===== src/rtl/edge_detect_filt_if.sv =====
// Bundle of per-channel pin inputs, mode/clear controls and filtered edge outputs.
// The slave side is the filter block; the master side is whatever drives the pins and reads results.
interface edge_detect_filt_if #(
   parameter int WIDTH = 8
);
   logic [WIDTH-1:0] signal;
   logic [WIDTH-1:0] mode_rise;
   logic [WIDTH-1:0] mode_fall;
   logic [WIDTH-1:0] flag_clr;
   logic [WIDTH-1:0] o_level;
   logic [WIDTH-1:0] o_rise;
   logic [WIDTH-1:0] o_fall;
   logic [WIDTH-1:0] o_edge;
   logic [WIDTH-1:0] o_flag;
   logic             o_any;

   modport master (
      output signal, mode_rise, mode_fall, flag_clr,
      input  o_level, o_rise, o_fall, o_edge, o_flag, o_any
   );

   modport slave (
      input  signal, mode_rise, mode_fall, flag_clr,
      output o_level, o_rise, o_fall, o_edge, o_flag, o_any
   );
endinterface


===== src/rtl/edge_detect_filt.sv =====
// Per-channel synchroniser + stability filter + registered rise/fall pulses and sticky flags.
// Latency SYNC_STAGES+FILT_LEN edges from a stable input to o_level/pulse; no backpressure, pulses are fire-and-forget.
module edge_detect_filt #(
   parameter int WIDTH       = 8,
   parameter int SYNC_STAGES = 2,
   parameter int FILT_LEN    = 3
) (
   input  logic              clk,
   input  logic              rst_n,
   edge_detect_filt_if.slave bus
);
   localparam int              CW      = $clog2(FILT_LEN) + 1;
   localparam logic [CW-1:0]   CNT_MAX = CW'(FILT_LEN - 1);

   logic [SYNC_STAGES-1:0] sync_q [WIDTH];
   logic [SYNC_STAGES-1:0] sync_d [WIDTH];
   logic [CW-1:0]          cnt_q  [WIDTH];
   logic [CW-1:0]          cnt_d  [WIDTH];

   logic [WIDTH-1:0] level_q, level_d;
   logic [WIDTH-1:0] rise_q, rise_d;
   logic [WIDTH-1:0] fall_q, fall_d;
   logic [WIDTH-1:0] flag_q, flag_d;
   logic [WIDTH-1:0] s;
   logic [WIDTH-1:0] accept;

   always_comb begin
      s       = '0;
      accept  = '0;
      level_d = level_q;
      for (int i = 0; i < WIDTH; i++) begin
         sync_d[i] = {sync_q[i][SYNC_STAGES-2:0], bus.signal[i]};
         s[i]      = sync_q[i][SYNC_STAGES-1];
         cnt_d[i]  = '0;
         // Any return to the current level before acceptance restarts the count.
         if (s[i] != level_q[i]) begin
            if (cnt_q[i] == CNT_MAX) begin
               accept[i]  = 1'b1;
               level_d[i] = s[i];
            end else begin
               cnt_d[i] = cnt_q[i] + CW'(1);
            end
         end
      end
      rise_d = accept & s & bus.mode_rise;
      fall_d = accept & ~s & bus.mode_fall;
      // A new edge outranks a simultaneous clear.
      flag_d = (flag_q & ~bus.flag_clr) | rise_d | fall_d;
   end

   always_ff @(posedge clk or negedge rst_n) begin
      if (!rst_n) begin
         for (int i = 0; i < WIDTH; i++) begin
            sync_q[i] <= '0;
            cnt_q[i]  <= '0;
         end
         level_q <= '0;
         rise_q  <= '0;
         fall_q  <= '0;
         flag_q  <= '0;
      end else begin
         for (int i = 0; i < WIDTH; i++) begin
            sync_q[i] <= sync_d[i];
            cnt_q[i]  <= cnt_d[i];
         end
         level_q <= level_d;
         rise_q  <= rise_d;
         fall_q  <= fall_d;
         flag_q  <= flag_d;
      end
   end

   assign bus.o_level = level_q;
   assign bus.o_rise  = rise_q;
   assign bus.o_fall  = fall_q;
   assign bus.o_edge  = rise_q | fall_q;
   assign bus.o_flag  = flag_q;
   assign bus.o_any   = |flag_q;
endmodule


===== src/flat_wrapper.sv =====
// flat-port wrapper written by rule: the top's interface ports become plain ports
module edge_detect_filt_flat 
#(
   parameter int WIDTH       = 8,
   parameter int SYNC_STAGES = 2,
   parameter int FILT_LEN    = 3
)
  (clk, rst_n, bus_signal, bus_mode_rise, bus_mode_fall, bus_flag_clr, bus_o_level, bus_o_rise, bus_o_fall, bus_o_edge, bus_o_flag, bus_o_any);
  edge_detect_filt_if #(.WIDTH(WIDTH)) bus_i ();
  input  logic clk;
  input  logic rst_n;
  input wire logic [$bits(bus_i.signal)-1:0] bus_signal;
  input wire logic [$bits(bus_i.mode_rise)-1:0] bus_mode_rise;
  input wire logic [$bits(bus_i.mode_fall)-1:0] bus_mode_fall;
  input wire logic [$bits(bus_i.flag_clr)-1:0] bus_flag_clr;
  output wire logic [$bits(bus_i.o_level)-1:0] bus_o_level;
  output wire logic [$bits(bus_i.o_rise)-1:0] bus_o_rise;
  output wire logic [$bits(bus_i.o_fall)-1:0] bus_o_fall;
  output wire logic [$bits(bus_i.o_edge)-1:0] bus_o_edge;
  output wire logic [$bits(bus_i.o_flag)-1:0] bus_o_flag;
  output wire logic [$bits(bus_i.o_any)-1:0] bus_o_any;
  assign bus_i.signal = bus_signal;
  assign bus_i.mode_rise = bus_mode_rise;
  assign bus_i.mode_fall = bus_mode_fall;
  assign bus_i.flag_clr = bus_flag_clr;
  assign bus_o_level = bus_i.o_level;
  assign bus_o_rise = bus_i.o_rise;
  assign bus_o_fall = bus_i.o_fall;
  assign bus_o_edge = bus_i.o_edge;
  assign bus_o_flag = bus_i.o_flag;
  assign bus_o_any = bus_i.o_any;
  edge_detect_filt #(.WIDTH(WIDTH), .SYNC_STAGES(SYNC_STAGES), .FILT_LEN(FILT_LEN)) u_core (.clk(clk), .rst_n(rst_n), .bus(bus_i));
endmodule

===== config.mk =====
export PLATFORM = sky130hd
export DESIGN_NAME = edge_detect_filt_flat
export DESIGN_NICKNAME = d
export VERILOG_FILES = /design/src/rtl/edge_detect_filt_if.sv /design/src/rtl/edge_detect_filt.sv /design/src/flat_wrapper.sv
export SDC_FILE = /design/constraint.sdc
export NUM_CORES = 1
export LEC_CHECK = 0
export ABC_AREA = 1
export CORE_UTILIZATION = 37
export DETAILED_ROUTE_END_ITERATION = 16
export PLACE_DENSITY_LB_ADDON = 0.12
export SETUP_SLACK_MARGIN = 0.2
export SKIP_LAST_GASP = 1
export SLEW_MARGIN = 5
export SYNTH_ARGS = -nofsm -noshare
export SYNTH_HDL_FRONTEND = slang
export SYNTH_SLANG_ARGS = --single-unit

===== constraint.sdc =====
create_clock -name clk -period 1.4 [get_ports clk]
set_clock_uncertainty 0.15 [all_clocks]
set_input_delay 0.21 -clock clk [delete_from_list [all_inputs] [get_ports clk]]
set_output_delay 0.21 -clock clk [all_outputs]
set_load 0.01 [all_outputs]

# After elaboration in Yosys (flattened, before gate mapping)
# Cells that the tools add are included.
[classes]
bitwise = 10
n_eq_ne = 16
n_reduce_logical = 9
muxes = 32
add_sub_neg = 8
[op_table]
columns = ["cell", "count"]
rows = [
  ["$mux 3", 16],
  ["$and 8x8->8", 5],
  ["$add 3x1->3 const B", 8],
  ["$eq 3x2->1 const B", 8],
  ["$or 8x8->8", 3],
  ["$mux 1", 16],
  ["$not 8->8", 2],
  ["$reduce_and 2->1", 8],
  ["$ne 1x1->1", 8],
  ["$reduce_or 8->1", 1],
]
[totals]
inputBits = 34
reg_bits = 72

# Logic depth before layout (Yosys ltp)
[logic_depth]
depth_word = 7
depth_mapped = 5
ltp_nobuf = 5

# Least setup slack after synthesis
# Ideal clock, no wire load.
[synth_timing]
path_kind = "reg-to-output"
start = "register u_core.flag_q[5], in the netlist u_core.bus.o_flag[5]"
end = "output bus_o_any"
path_slack_ns = 0.312
required_time_ns = 1.040
t_arrival_ns = 0.728
stages_incl_launch_ff = 5
path_buffers = 0
cell_sequence = "dfrtp_1 inv_1 nand2_1 nor3_1 nand2_1"
[synth_between]
elab_chain_cells = 1
[synth_lines]
columns = ["item", "line", "text"]
rows = [
  ["from (decl)", "edge_detect_filt.sv:23", "logic [WIDTH-1:0] flag_q, flag_d;"],
  ["from (signal assigned)", "edge_detect_filt.sv:69", "flag_q <= flag_d;"],
  ["$reduce_or 8->1", "edge_detect_filt.sv:78", "assign bus.o_any = |flag_q;"],
  ["to (decl)", "flat_wrapper.sv:21", "output wire logic [$bits(bus_i.o_any)-1:0] bus_o_any;"],
]
# Every way passes these cells.

# Worst setup path after layout
[layout_timing]
start = "register u_core.flag_q[5], in the netlist u_core.bus.o_flag[5]"
end = "register u_core.flag_q[5], in the netlist u_core.bus.o_flag[5]"
[layout_between]
elab_chain_cells = 3
[layout_lines]
columns = ["item", "line", "text"]
rows = [
  ["$and 8x8->8", "edge_detect_filt.sv:48", "flag_d = (flag_q & ~bus.flag_clr) | rise_d | fall_d;"],
  ["$or 8x8->8 (2 in series)", "edge_detect_filt.sv:48", ""],
  ["via u_core.flag_d[5]", "edge_detect_filt.sv:23", ""],
]
# The timed path passes the listed nets, and every way through them passes these cells.
# A chain may end at the register's enable or synchronous reset.

==> results.md <==
- Status: finished with violations
- Failing checks: negative setup slack
- Average vias per placed instance: 4.27
- Final critical-path required period: 1550 ps
- Switching power: 2260 uW
- Yosys cell types: 13
- Filler cell count in the final layout: 690
- Synth Cell Area: 2900 um2
- Die Y: 90.6 um
- DP HPWL: 4020 um
- R2r endpoint: u_core.bus.o_flag[5]$_DFF_PN0_
- Placed Instances: 519
- Commonest cells post-synth: nand2_1, dfrtp_1, inv_1
- Switching Share: 0.335
- Fin worst setup slack: -154 ps
- Grt ovf: 0
- H-tree depth: 3
- Startpoint Class: flop
- Mux cell area share after synthesis: 0
- Seq/Total Area, Yosys: 0.621
- Slew HR: 0.790
- Actual slew at the worst max-slew pin: 316 ps
- FP Rows: 31
- Crit path cell chain: inv_2, buf_4, buf_6, buf_4, buf_6, buf_6, buf_6, or2_4, nand3_2
- Hold WS: 153 ps
- Critical Setup Path Class: reg2reg
- Xor/xnor cell area share of the yosys netlist: 0.00302
- YS warnings: 0
- Largest family of logic cells by synthesized area: simple AND/OR/NAND/NOR gates
- Hold Path Class: in2async
- Crit path max fanout: 2
- Synth Area per Inst: 8.61 um2
- Sequential Power Share: 0.429
- Drt wl/cell: 9.95 um
- Final Hold Fails: 0
- CP endpoint: u_core.bus.o_flag[5]$_DFF_PN0_
- Top cell by count, worst path: buf_6
- Initial antenna violation count: 0
- Finished Layout Cells: 552
- CP bufs+invs: 7
- Cell family with most CP delay: buffers and inverters
- Clock sink count: 72
- Critical Path Sink Type: flop
- Cell taking the most area after synthesis: dfrtp_1
- TNS Setup: -574 ps
- Layout Nets: 482
- Clock power frac: 0.220
- Wire length of the first global-routing pass: 9670 um
- TritonCTS clock tree: yes
- Syn nets: 371
- Req. time, crit path: 1520 ps
- Pre-CTS setup slack: -278 ps
- Int Pwr: 4480 uW
- Synth Instances: 337
- Power Dens Cells: 1600 nW/um2
- Synth Area in Compound Gates: 0.0345
- Die area: 8200 um2
- Clock Tree Buf Depth: 2
- Vias: 2355
- Drc violations: 0
- Initial core utilization: 0.392
- Crit path depth: 9
- Antenna diodes: 0
- CP arrival: 1670 ps
- Synth area leaders: dfrtp_1, nand2_1, inv_1
- IO Port Bufs: 74
- Crit share post-route: 1.11
- CP max stage delay: 360 ps
- Clock root cell: clkbuf_8
- Most frequent cell after synthesis: nand2_1
- Asr flop ratio synth: 1.00
- Initial DRC Count: 60
- Share of cells above drive strength 1: 0.260
- Vias in the first global route: 2332
- Cts bufs inserted: 9
- Simple-Gate Fraction of Synth Area: 0.247
- IO Pins: 75
- Reg-to-reg slack, setup: -150 ps
- Clk pin slew, worst setup/hold paths: 70 ps
- Area Overhead vs Synth: 45.4%
- Clk Latency, worst-skew pair: 330 ps
- Largest net degree at the start of global routing: 32
- Die W: 90.6 um
- Top cell type's share of synthesized area: 0.621
- Fin. max-slew vios: 0
- DR pass1 iterations: 4
- Core area: 7410 um2
- Number of setup violations in the final report: 11
- Final core occ: 0.569
- Detail Route Antenna Nets: 0
- Crit Reg-Reg Startpoint: u_core.bus.o_flag[5]$_DFF_PN0_
- Final Routed Wirelength: 5500 um
- Dominant synthesized flop cell: dfrtp_1
- RePlAce Congestion: 0.766
- Unrepaired setup endpoints after global routing: true
- Post-synth EDFFs: 0
- Max cap viols: 0
- FMAX: 0.644 GHz
- Total GRT Usage: 0.149
- Critical Path Start: u_core.bus.o_flag[5]$_DFF_PN0_
- Cells on worst reg2reg path: 9
- Post-synthesis register bit count: 72
- Leakage: 0.00240 uW
- Slowest library cell on the worst path: dfrtp_1
- Peak VDD IR: 0.683 mV
- Synth Area in Adders: 0
- Logic pwr share: 0.351
-- how the worst min path moves through the flow --
| stage | startpoint | to |
|---|---|---|
| CTS | bus_signal[1] | u_core.sync_d[13]$_DFF_PN0_ |
| detailed placement | rst_n | u_core.bus.o_level[1]$_DFFE_PN0P_ |
| floorplan | rst_n | u_core.bus.o_fall[0]$_DFF_PN0_ |
| finish | rst_n | u_core.bus.o_level[1]$_DFFE_PN0P_ |
| global placement | rst_n | u_core.bus.o_level[1]$_DFFE_PN0P_ |
| global route | bus_signal[7] | u_core.sync_d[1]$_DFF_PN0_ |
-- area by class of cell --
type                       instances  area [um2]  area share
multi-input combinational        192         921       0.218
tap                               99         124      0.0294
sequential                        72        1800       0.427
inverter                          73         274      0.0650
clock inverter                     3        15.0     0.00356
timing repair buffer             100         913       0.217
clock buffer                      13         169      0.0400
-- state kept, by name (all words and copies together), names as in the netlist --
signal              flops
u_core.bus.o_fall       8
u_core.s                8
u_core.bus.o_rise       8
u_core.sync_d           8
u_core.bus.o_level      8
u_core.bus.o_flag       8
u_core.cnt_q           24
-- logic make-up after synthesis --
family	after synthesis
compound gates	20
xor+xnor	1
buf+inv	73
flops	72
simple gates	171
-- stage by stage --
| step | cell area (um2) | power, uW |
|---|---|---|
| floorplan | 2900 | 4020 |
| global placement | 3860 | 4950 |
| detailed placement | 3860 | 5010 |
| CTS | 4080 | 6590 |
| global route | 4220 | 7260 |
| finish | 4220 | 6740 |
-- routing by layer --
layer / vias to the layer above / track usage / wire, um
met2: 52 / 0.244 / 2660
met3: 12 / 0.0345 / 247
met4: 0 / 0.0766 / 104
met5: - / 0 / 0
met1: 1067 / 0.183 / 2480
li1: 1224 / - / -
-- cell usage in the layout (no fill, tap or decap), types with 12 or more instances in the layout --
cell type	n
nor2_1	38
nand2_1	83
clkbuf_8	12
buf_2	22
inv_1	69
dfrtp_1	72
buf_6	30
clkdlybuf4s50_1	32
nand3_1	14
buf_4	12
-- power by group through the flow --
stage / Sequential (uW) / Clock [uW] / Combinational [uW]
2_1_floorplan: 2980 / 0 / 1040
3_3_place_gp: 2920 / 0 / 2030
3_5_place_dp: 2930 / 0 / 2070
4_1_cts: 2870 / 1550 / 2170
5_1_grt: 2950 / 1640 / 2670
6_report: 2890 / 1480 / 2370
-- what timing repair did --
action | in CTS | in global routing
endpoints found under the setup margin | 41 | 52
pin swaps | 5 | 9
cloned | 0 | 0
resized for setup | 190 | 35
buffers inserted | 12 | 4
hold endpoints to repair | 72 | 0
hold buffers | 1 | 0
(Power assumes the default switching activity.)
